==> src/rtl/slave_to_master_mux_if.sv <==
// AHB response-path bundle between the address-phase bus, the slaves and the masters.
// The slave modport is the mux's view; the master modport drives it (masters/slaves/bench).
interface slave_to_master_mux_if #(
   parameter int NUM_MASTERS = 2,
   parameter int NUM_SLAVES  = 4,
   parameter int DATA_WIDTH  = 32
);
   localparam int MW = (NUM_MASTERS > 1) ? $clog2(NUM_MASTERS) : 1;

   logic [DATA_WIDTH-1:0]                  Haddr;
   logic [1:0]                             Htrans;
   logic [MW-1:0]                          Hmaster;
   logic [NUM_SLAVES-1:0]                  Hsel;
   logic [NUM_SLAVES-1:0][DATA_WIDTH-1:0]  Hrdata_S;
   logic [NUM_SLAVES-1:0]                  Hresp_S;
   logic [NUM_SLAVES-1:0]                  Hreadyout_S;
   logic [DATA_WIDTH-1:0]                  Hrdata;
   logic                                   Hresp;
   logic                                   Hready;
   logic [MW-1:0]                          Hmaster_d;

   modport slave (
      input  Haddr, Htrans, Hmaster, Hrdata_S, Hresp_S, Hreadyout_S,
      output Hsel, Hrdata, Hresp, Hready, Hmaster_d
   );

   modport master (
      output Haddr, Htrans, Hmaster, Hrdata_S, Hresp_S, Hreadyout_S,
      input  Hsel, Hrdata, Hresp, Hready, Hmaster_d
   );
endinterface

==> src/rtl/slave_to_master_mux.sv <==
// AHB response mux: address decode to Hsel, data-phase slave routing back to the
// masters, and a built-in default slave giving the two-cycle ERROR for unmapped regions.
module slave_to_master_mux #(
   parameter int NUM_MASTERS = 2,
   parameter int NUM_SLAVES  = 4,
   parameter int DATA_WIDTH  = 32,
   parameter int REGION_BITS = 4
) (
   input  logic                   Hclk,
   input  logic                   Hreset,
   slave_to_master_mux_if.slave   bus
);
   localparam int MW = (NUM_MASTERS > 1) ? $clog2(NUM_MASTERS) : 1;
   localparam logic [REGION_BITS:0] NS_CMP = (REGION_BITS+1)'(NUM_SLAVES);

   typedef enum logic [1:0] {DS_IDLE, DS_ERR1, DS_ERR2} ds_state_t;

   logic [REGION_BITS-1:0] w_region;
   logic                   w_mapped;
   logic [NUM_SLAVES-1:0]  w_hsel;
   logic [DATA_WIDTH-1:0]  w_hrdata;
   logic                   w_hresp;
   logic                   w_hready;

   logic [REGION_BITS-1:0] r_sel_d;
   logic                   r_unmapped_d;
   logic                   r_active_d;
   logic [MW-1:0]          r_master_d;

   ds_state_t              r_ds_state;
   logic                   r_ds_hready;
   logic                   r_ds_hresp;

   // Hsel is deliberately not qualified by Htrans; slaves do that themselves.
   always_comb begin
      w_region = bus.Haddr[DATA_WIDTH-1 -: REGION_BITS];
      w_mapped = ({1'b0, w_region} < NS_CMP);
      w_hsel   = '0;
      for (int s = 0; s < NUM_SLAVES; s++)
         w_hsel[s] = w_mapped && (w_region == REGION_BITS'(s));
   end

   always_comb begin
      w_hready = 1'b1;
      w_hresp  = 1'b0;
      w_hrdata = '0;
      if (r_active_d) begin
         if (r_unmapped_d) begin
            w_hready = r_ds_hready;
            w_hresp  = r_ds_hresp;
         end else begin
            for (int s = 0; s < NUM_SLAVES; s++) begin
               if (r_sel_d == REGION_BITS'(s)) begin
                  w_hrdata = bus.Hrdata_S[s];
                  w_hresp  = bus.Hresp_S[s];
                  w_hready = bus.Hreadyout_S[s];
               end
            end
         end
      end
   end

   always_ff @(posedge Hclk or posedge Hreset) begin
      if (Hreset) begin
         r_sel_d      <= '0;
         r_unmapped_d <= 1'b0;
         r_active_d   <= 1'b0;
         r_master_d   <= '0;
      end else if (w_hready) begin
         r_sel_d      <= w_region;
         r_unmapped_d <= !w_mapped;
         r_active_d   <= bus.Htrans[1];
         r_master_d   <= bus.Hmaster;
      end
   end

   // Default slave; Hready is high in DS_ERR2 so its closing edge captures the next phase.
   always_ff @(posedge Hclk or posedge Hreset) begin
      if (Hreset) begin
         r_ds_state  <= DS_IDLE;
         r_ds_hready <= 1'b1;
         r_ds_hresp  <= 1'b0;
      end else begin
         case (r_ds_state)
            DS_IDLE: begin
               if (w_hready && bus.Htrans[1] && !w_mapped) begin
                  r_ds_state  <= DS_ERR1;
                  r_ds_hready <= 1'b0;
                  r_ds_hresp  <= 1'b1;
               end
            end
            DS_ERR1: begin
               r_ds_state  <= DS_ERR2;
               r_ds_hready <= 1'b1;
               r_ds_hresp  <= 1'b1;
            end
            DS_ERR2: begin
               if (bus.Htrans[1] && !w_mapped) begin
                  r_ds_state  <= DS_ERR1;
                  r_ds_hready <= 1'b0;
                  r_ds_hresp  <= 1'b1;
               end else begin
                  r_ds_state  <= DS_IDLE;
                  r_ds_hready <= 1'b1;
                  r_ds_hresp  <= 1'b0;
               end
            end
            default: begin
               r_ds_state  <= DS_IDLE;
               r_ds_hready <= 1'b1;
               r_ds_hresp  <= 1'b0;
            end
         endcase
      end
   end

   assign bus.Hsel      = w_hsel;
   assign bus.Hrdata    = w_hrdata;
   assign bus.Hresp     = w_hresp;
   assign bus.Hready    = w_hready;
   assign bus.Hmaster_d = r_master_d;
endmodule
==> src/flat_wrapper.sv <==
// flat-port wrapper written by rule: the top's interface ports become plain ports
module slave_to_master_mux_flat 
#(
   parameter int NUM_MASTERS = 2,
   parameter int NUM_SLAVES  = 4,
   parameter int DATA_WIDTH  = 32,
   parameter int REGION_BITS = 4
)
  (Hclk, Hreset, bus_Haddr, bus_Htrans, bus_Hmaster, bus_Hrdata_S, bus_Hresp_S, bus_Hreadyout_S, bus_Hsel, bus_Hrdata, bus_Hresp, bus_Hready, bus_Hmaster_d);
  slave_to_master_mux_if #(.NUM_MASTERS(NUM_MASTERS), .NUM_SLAVES(NUM_SLAVES), .DATA_WIDTH(DATA_WIDTH)) bus_i ();
  input  logic Hclk;
  input  logic Hreset;
  input wire logic [$bits(bus_i.Haddr)-1:0] bus_Haddr;
  input wire logic [$bits(bus_i.Htrans)-1:0] bus_Htrans;
  input wire logic [$bits(bus_i.Hmaster)-1:0] bus_Hmaster;
  input wire logic [$bits(bus_i.Hrdata_S)-1:0] bus_Hrdata_S;
  input wire logic [$bits(bus_i.Hresp_S)-1:0] bus_Hresp_S;
  input wire logic [$bits(bus_i.Hreadyout_S)-1:0] bus_Hreadyout_S;
  output wire logic [$bits(bus_i.Hsel)-1:0] bus_Hsel;
  output wire logic [$bits(bus_i.Hrdata)-1:0] bus_Hrdata;
  output wire logic [$bits(bus_i.Hresp)-1:0] bus_Hresp;
  output wire logic [$bits(bus_i.Hready)-1:0] bus_Hready;
  output wire logic [$bits(bus_i.Hmaster_d)-1:0] bus_Hmaster_d;
  assign bus_i.Haddr = bus_Haddr;
  assign bus_i.Htrans = bus_Htrans;
  assign bus_i.Hmaster = bus_Hmaster;
  assign bus_i.Hrdata_S = bus_Hrdata_S;
  assign bus_i.Hresp_S = bus_Hresp_S;
  assign bus_i.Hreadyout_S = bus_Hreadyout_S;
  assign bus_Hsel = bus_i.Hsel;
  assign bus_Hrdata = bus_i.Hrdata;
  assign bus_Hresp = bus_i.Hresp;
  assign bus_Hready = bus_i.Hready;
  assign bus_Hmaster_d = bus_i.Hmaster_d;
  slave_to_master_mux #(.NUM_MASTERS(NUM_MASTERS), .NUM_SLAVES(NUM_SLAVES), .DATA_WIDTH(DATA_WIDTH), .REGION_BITS(REGION_BITS)) u_core (.Hclk(Hclk), .Hreset(Hreset), .bus(bus_i));
endmodule
==> config.mk <==
export PLATFORM = sky130hd
export DESIGN_NAME = slave_to_master_mux_flat
export DESIGN_NICKNAME = d
export VERILOG_FILES = /design/src/rtl/slave_to_master_mux_if.sv /design/src/rtl/slave_to_master_mux.sv /design/src/flat_wrapper.sv
export SDC_FILE = /design/constraint.sdc
export NUM_CORES = 1
export LEC_CHECK = 0
export BUFFER_PORTS_ARGS = -buffer_cell sky130_fd_sc_hd__buf_4
export CORE_MARGIN = 2
export CORE_UTILIZATION = 25
export CTS_CLUSTER_SIZE = 25
export DETAILED_ROUTE_END_ITERATION = 8
export PLACE_DENSITY = 0.72
export SLEW_MARGIN = 0
export SYNTH_ARGS = -nofsm -noshare
export SYNTH_HDL_FRONTEND = slang
export SYNTH_SLANG_ARGS = --single-unit
export TNS_END_PERCENT = 30
==> constraint.sdc <==
create_clock -name Hclk -period 2.85 [get_ports Hclk]
set_input_delay 0.855 -clock Hclk [delete_from_list [all_inputs] [get_ports Hclk]]
set_output_delay 0.855 -clock Hclk [all_outputs]
set_load 0.02 [all_outputs]
==> results of run 1 <==
-- power by group --
group	switching, uW	total (uW)	internal [uW]
clock	57.1	155	98.1
sequential	73.3	303	229
combinational	829	1760	931
total	960	2220	1260
-- worst min-delay path by stage --
stage | slack [ns] | endpoint | from
after global placement | 0.45 | u_core.r_ds_state[1] | u_core.r_ds_state[1]
after CTS | 0.46 | u_core.r_ds_state[1] | u_core.r_ds_state[1]
after global routing | 0.52 | u_core.r_ds_state[1] | u_core.r_ds_state[1]
final | 0.46 | u_core.r_ds_state[1] | u_core.r_ds_state[1]
after detailed placement | 0.45 | u_core.r_ds_state[1] | u_core.r_ds_state[1]
after floorplan | 0.42 | u_core.r_ds_state[1] | u_core.r_ds_state[1]
-- cells by family (layout without fill, tap and decap cells) --
family | Yosys count | in the layout | synth area share, %
compound gates | 47 | 47 | 17.6
buf+inv | 26 | 201 | 6.53
flops | 11 | 11 | 15.9
mux | 68 | 68 | 45.2
simple gates | 56 | 56 | 14.8
-- cells in the mapped netlist, types with 2 or more instances --
master / number
inv_1: 6
nor2_1: 36
nand2_1: 4
nor2b_1: 3
o21ai_0: 6
nand3_1: 2
mux2_2: 64
and3_1: 2
dfrtp_1: 10
a21oi_1: 2
clkbuf_1: 12
o22ai_1: 32
or3b_1: 2
buf_2: 7
mux2_4: 3
-- metrics by stage --
step	cell area, um^2	std cells
5_1_grt	3250	463
2_1_floorplan	1740	208
6_report	3250	463
3_3_place_gp	3200	459
4_1_cts	3240	463
3_5_place_dp	3200	459
-- sequential cells by signal, indices dropped and copies added (netlist names) --
signal                cells
u_core.r_ds_state         2
u_core.r_ds_hresp         1
u_core.bus.Hmaster_d      1
u_core.r_unmapped_d       1
u_core.r_sel_d            4
u_core.r_ds_hready        1
u_core.r_active_d         1
-- final cells by class --
cell class | count | area, um^2 | area share (%)
Clock buffer | 4 | 45.0 | 1.39
Inverter | 6 | 22.5 | 0.693
Multi-Input combinational cell | 171 | 1350 | 41.6
Sequential cell | 11 | 278 | 8.55
Tap cell | 80 | 100 | 3.08
Timing Repair Buffer | 191 | 1450 | 44.6
-- worst reg2reg max path: stages, from the launching register on --
cell and delay [ns]:
dfrtp_2 0.45, or3b_1 0.36, and4_4 0.20, o31a_4 0.33
buf_4 0.17, mux2_4 0.29
-- layer usage --
metal | GRT usage [%] | part of all wire (%) | vias up
met5 | 0 | 0 | -
met4 | 3.64 | 0.84 | 0
met3 | 2.75 | 9.0 | 4
met2 | 30.6 | 53 | 118
met1 | 18.6 | 38 | 1052
li1 | - | - | 1124
==> flow_summary.json, run 1 <==
{
  "drive_gt1_share_pct": 70.0,
  "grt_pass1_wl_um": 10100,
  "start_kind": "input pin",
  "grt_pass1_vias": 2254,
  "antenna_found_initial": 0,
  "finish.utilization_pct": 48.1,
  "cts_setup_buffers": 0,
  "r2r-end": "u_core.r_sel_d[1]",
  "hold_depth": 1,
  "clk_pin_slew_ns": 0.05,
  "cts_tree": "built",
  "cts_buffers": 3,
  "cts_hold_buf": 0,
  "worstPathCellList": "buf_4, or3b_1, and4_4, o31a_4, inv_2, buf_6",
  "synth_largest_area_cell": "mux2_2",
  "cts_buffer_depth": 2,
  "layout_common_cells": "buf_4 (189), mux2_2 (64), nor2_1 (36)",
  "track_usage_pct": 16.1,
  "cp.depth": 6,
  "rrSetupSlack_ns": 0.94,
  "crit_fanout": 2,
  "period_share_pct": 98.3,
  "post-place-ws_ns": 0.0150,
  "critPathTopFamily": "simple AND/OR/NAND/NOR gates",
  "startpoint": "bus_Hreadyout_S[0]",
  "synthTopCellsByArea": "mux2_2 (41%), dfrtp_1 (14%), o22ai_1 (11%)",
  "p_per_area_nw_per_um2": 683,
  "dr.pass1.iters": 4,
  "die_h_um": 87.5,
  "root_buffer": "clkbuf_8",
  "critPathBufInv": 3,
  "wire_per_inst_um": 15.0,
  "slew_headroom_pct": 72.6,
  "yosys_most_used_dff": "dfrtp_1",
  "ys.warnings.count": 0,
  "rsz0062_at_grt": "false",
  "grt_max_degree": 47,
  "vias_per_cell": 4.96,
  "ys_ff_latch": 11,
  "layout_commonest_cell": "buf_4",
  "syn_area_per_cell_um2": 8.38,
  "layout.nets": 557,
  "fin_crit_ns": 2.80,
  "max_stage_delay_ns": 0.33,
  "ys_types": 32,
  "die_area_um2": 7660,
  "ant_nets": 0,
  "fin_hold_ws_ns": 0.457,
  "synth_edf_count": 0,
  "fmax_mhz": 357,
  "start_util_pct": 25.8,
  "syn_area_um2": 1740,
  "insertion_delay_ns": 0.23,
  "synth_seq_area_share_pct": 15.9,
  "synth_top_area_share_pct": 41.3,
  "gp_congestion": 0.796,
  "syn-num-nets": 381,
  "r2r_cells": 5,
  "power.leakage_uw": 0.00159,
  "crit_path_end": "bus_Hready",
  "io_pins": 212,
  "synthCells": 208,
  "worstMarginPinSlew_ns": 0.410,
  "ir_drop_v": 0.000286,
  "crit_slowest_cell": "or3b_1",
  "path_class": "in -> out",
  "first_iter_violations": 44,
  "io_buffer_count": 182,
  "grt-ovfl-total": 0,
  "fillers": 652,
  "setup_tns_ns": 0,
  "finalMaxSlewViolations": 0,
  "finalSetupViolCount": 0,
  "maxCapViolations": 0,
  "synthArstFlopShare_pct": 100,
  "hpwl_um": 5610,
  "p_total_uw": 2220,
  "status": "completed",
  "crit_required_ns": 2.00,
  "drc": 0,
  "htreeDepth": 1,
  "setup_ws_ns": 0.0487,
  "arrival_ns": 1.95,
  "post_cts_resized": 0,
  "vias": 2298,
  "rr_startpoint": "u_core.r_sel_d[0]",
  "rows": 30,
  "wl_um": 6940,
  "hold_viol": 0,
  "core_um2": 6760,
  "crit_path_end_kind": "output pin",
  "chipWidth_um": 87.5,
  "skew_ns": 0.00275,
  "antenna_cells": 0,
  "cts.sinks": 11,
  "synthToLayoutAreaGrowth_pct": 86.4,
  "hp-class": "reg -> reg"
}
(Power assumes the default switching activity.)
==> run 2: changes to the inputs <==
--- a/config.mk
+++ b/config.mk
@@ -10,7 +10,7 @@
 export CORE_UTILIZATION = 25
 export CTS_CLUSTER_SIZE = 25
 export DETAILED_ROUTE_END_ITERATION = 8
-export PLACE_DENSITY = 0.72
+export PLACE_DENSITY = 0.75
 export SLEW_MARGIN = 0
 export SYNTH_ARGS = -nofsm -noshare
 export SYNTH_HDL_FRONTEND = slang
==> constraint.sdc (replaced) <==
create_clock -name Hclk -period 2.2 [get_ports Hclk]
set_input_delay 0.66 -clock Hclk [delete_from_list [all_inputs] [get_ports Hclk]]
set_output_delay 0.66 -clock Hclk [all_outputs]
set_load 0.02 [all_outputs]
==> flow_summary.json, run 2 (synthesis results as in run 1) <==
{
  "status": "finished, violations left",
  "violations": "negative setup slack",
  "vias": 2338,
  "hp-class": "in -> async",
  "wire_per_inst_um": 15.8,
  "first_iter_violations": 80,
  "power_frac_seq_pct": 12.6,
  "crit_slowest_cell": "dfrtp_2",
  "arrival_ns": 1.73,
  "power.leakage_uw": 0.00167,
  "hpwl_um": 5680,
  "rsz0062_at_grt": "true",
  "layout_commonest_cell": "buf_4",
  "crit_required_ns": 1.54,
  "fin_crit_ns": 2.39,
  "gp_congestion": 0.741,
  "htreeDepth": 1,
  "p_int_uw": 1800,
  "die_area_um2": 7660,
  "grt-ovfl-total": 0,
  "vias_per_cell": 5.02,
  "track_usage_pct": 16.7,
  "p_clk_share_pct": 6.5,
  "synthToLayoutAreaGrowth_pct": 96.1,
  "clk_pin_slew_ns": 0.05,
  "grt_pass1_vias": 2253,
  "largestRegisters": "u_core.r_sel_d (4), u_core.r_ds_state (2)",
  "root_buffer": "clkbuf_8",
  "rows": 30,
  "wirelength_met1_um": 2810,
  "switchingPower_uw": 1360,
  "skew_ns": 0.00182,
  "crit_fanout": 4,
  "max_stage_delay_ns": 0.47,
  "worstMarginPinSlew_ns": 0.418,
  "drive_gt1_share_pct": 74.4,
  "post-place-ws_ns": -0.188,
  "slew_headroom_pct": 72.1,
  "grt_pass1_wl_um": 10400,
  "worstPathCellList": "or3b_1, and4_4, o31a_4, inv_4, buf_6",
  "finalSetupViolCount": 34,
  "cts_buffers": 3,
  "layout_common_cells": "buf_4 (189), mux2_2 (59), nor2_1 (36)",
  "top_layer": "met4",
  "maxCapViolations": 0,
  "drc": 0,
  "antenna_found_initial": 0,
  "largest_register_ffs": 4,
  "ant_nets": 0,
  "setup_ws_ns": -0.188,
  "fillers": 656,
  "netSwitchingFraction_pct": 43.1,
  "start_util_pct": 25.8,
  "fmax_mhz": 419,
  "ir_drop_v": 0.000355,
  "crit_path_end_kind": "output pin",
  "cts_buffer_depth": 2,
  "period_share_pct": 109,
  "wl_met2_um": 3870,
  "p_per_area_nw_per_um2": 926,
  "startpoint": "u_core.r_sel_d[0]",
  "cts_tree": "built",
  "insertion_delay_ns": 0.24,
  "path_class": "reg -> out",
  "core_um2": 6760,
  "cts.sinks": 11,
  "dr.pass1.iters": 4,
  "finalMaxSlewViolations": 0,
  "cts_hold_buf": 0,
  "die_h_um": 87.5,
  "rrSetupSlack_ns": 0.29,
  "grt_max_degree": 36,
  "wl_um": 7360,
  "layout.nets": 560,
  "chipWidth_um": 87.5,
  "top_register": "u_core.r_sel_d",
  "start_kind": "register",
  "routed-wl-met3_um": 620,
  "io_buffer_count": 182,
  "p_comb_share_pct": 80.9,
  "hold_viol": 0,
  "antenna_cells": 0,
  "fin_hold_ws_ns": 0.411,
  "rr_startpoint": "u_core.r_sel_d[0]",
  "io_pins": 212
}
==> run 2: cell types whose count changed in the layout (fill, tap and decap cells not counted), sizes merged <==
cell and delta:
buf +3
==> run 2: worst paths after layout <==
path                                             end  cells after the start
max in group asynchronous         u_core.r_ds_hready                      2
worst min-delay path               u_core.r_active_d                      2
worst max-delay path                      bus_Hready                      5
worst min register to register  u_core.r_ds_state[1]                      1
min in group Hclk               u_core.r_ds_state[1]                      1
worst max register to register     u_core.r_sel_d[1]                      5
==> run 2: cell type report <==
class | count | area (um^2) | area share, %
well taps | 80 | 100 | 2.93
clock buffers | 4 | 45.0 | 1.32
inverters | 6 | 25.0 | 0.732
repair buffers | 194 | 1500 | 43.9
multi-input cells | 171 | 1470 | 43.0
flip-flops and latches | 11 | 278 | 8.13
==> run 2: layer usage <==
metal  track usage [%]  vias up
met2              30.4      117
met3              3.32        6
met1              20.1     1089
met4              3.92        0
li1                  -     1126
met5                 0        -
==> run 2: power by group through the flow <==
stage,sequential (uW),clock [uW],combinational [uW]
after floorplan,351,0,1600
after detailed placement,402,0,2320
final,398,206,2560
after global routing,411,217,2740
after CTS,396,209,2460
after global placement,400,0,2270
==> run 2: timing repair <==
item,CTS,global route
pin swaps,1,1
buffers inserted,2,0
endpoints found under the setup margin,34,34
gates resized for setup,11,12
==> run 2: through the flow <==
step | instances | util (%) | power [uW] | setup TNS (ns) | cell area [um^2]
floorplan | 208 | - | 1950 | -0.0321 | 1750
global placement | 460 | 47.7 | 2670 | -0.283 | 3220
detailed placement | 460 | 47.7 | 2720 | -0.289 | 3220
CTS | 466 | 49.6 | 3060 | -4.51 | 3350
global route | 466 | 50.6 | 3370 | -6.35 | 3420
finish | 466 | 50.6 | 3160 | -4.65 | 3420
==> run 2: critical path, delay by kind of cell (launching register included) <==
| family | cells | cell delay (ns) |
|---|---|---|
| buffers and inverters | 2 | 0.15 |
| flip-flops | 1 | 0.47 |
| AND/OR/NAND/NOR | 2 | 0.56 |
| AO/OA/AOI/OAI | 1 | 0.30 |
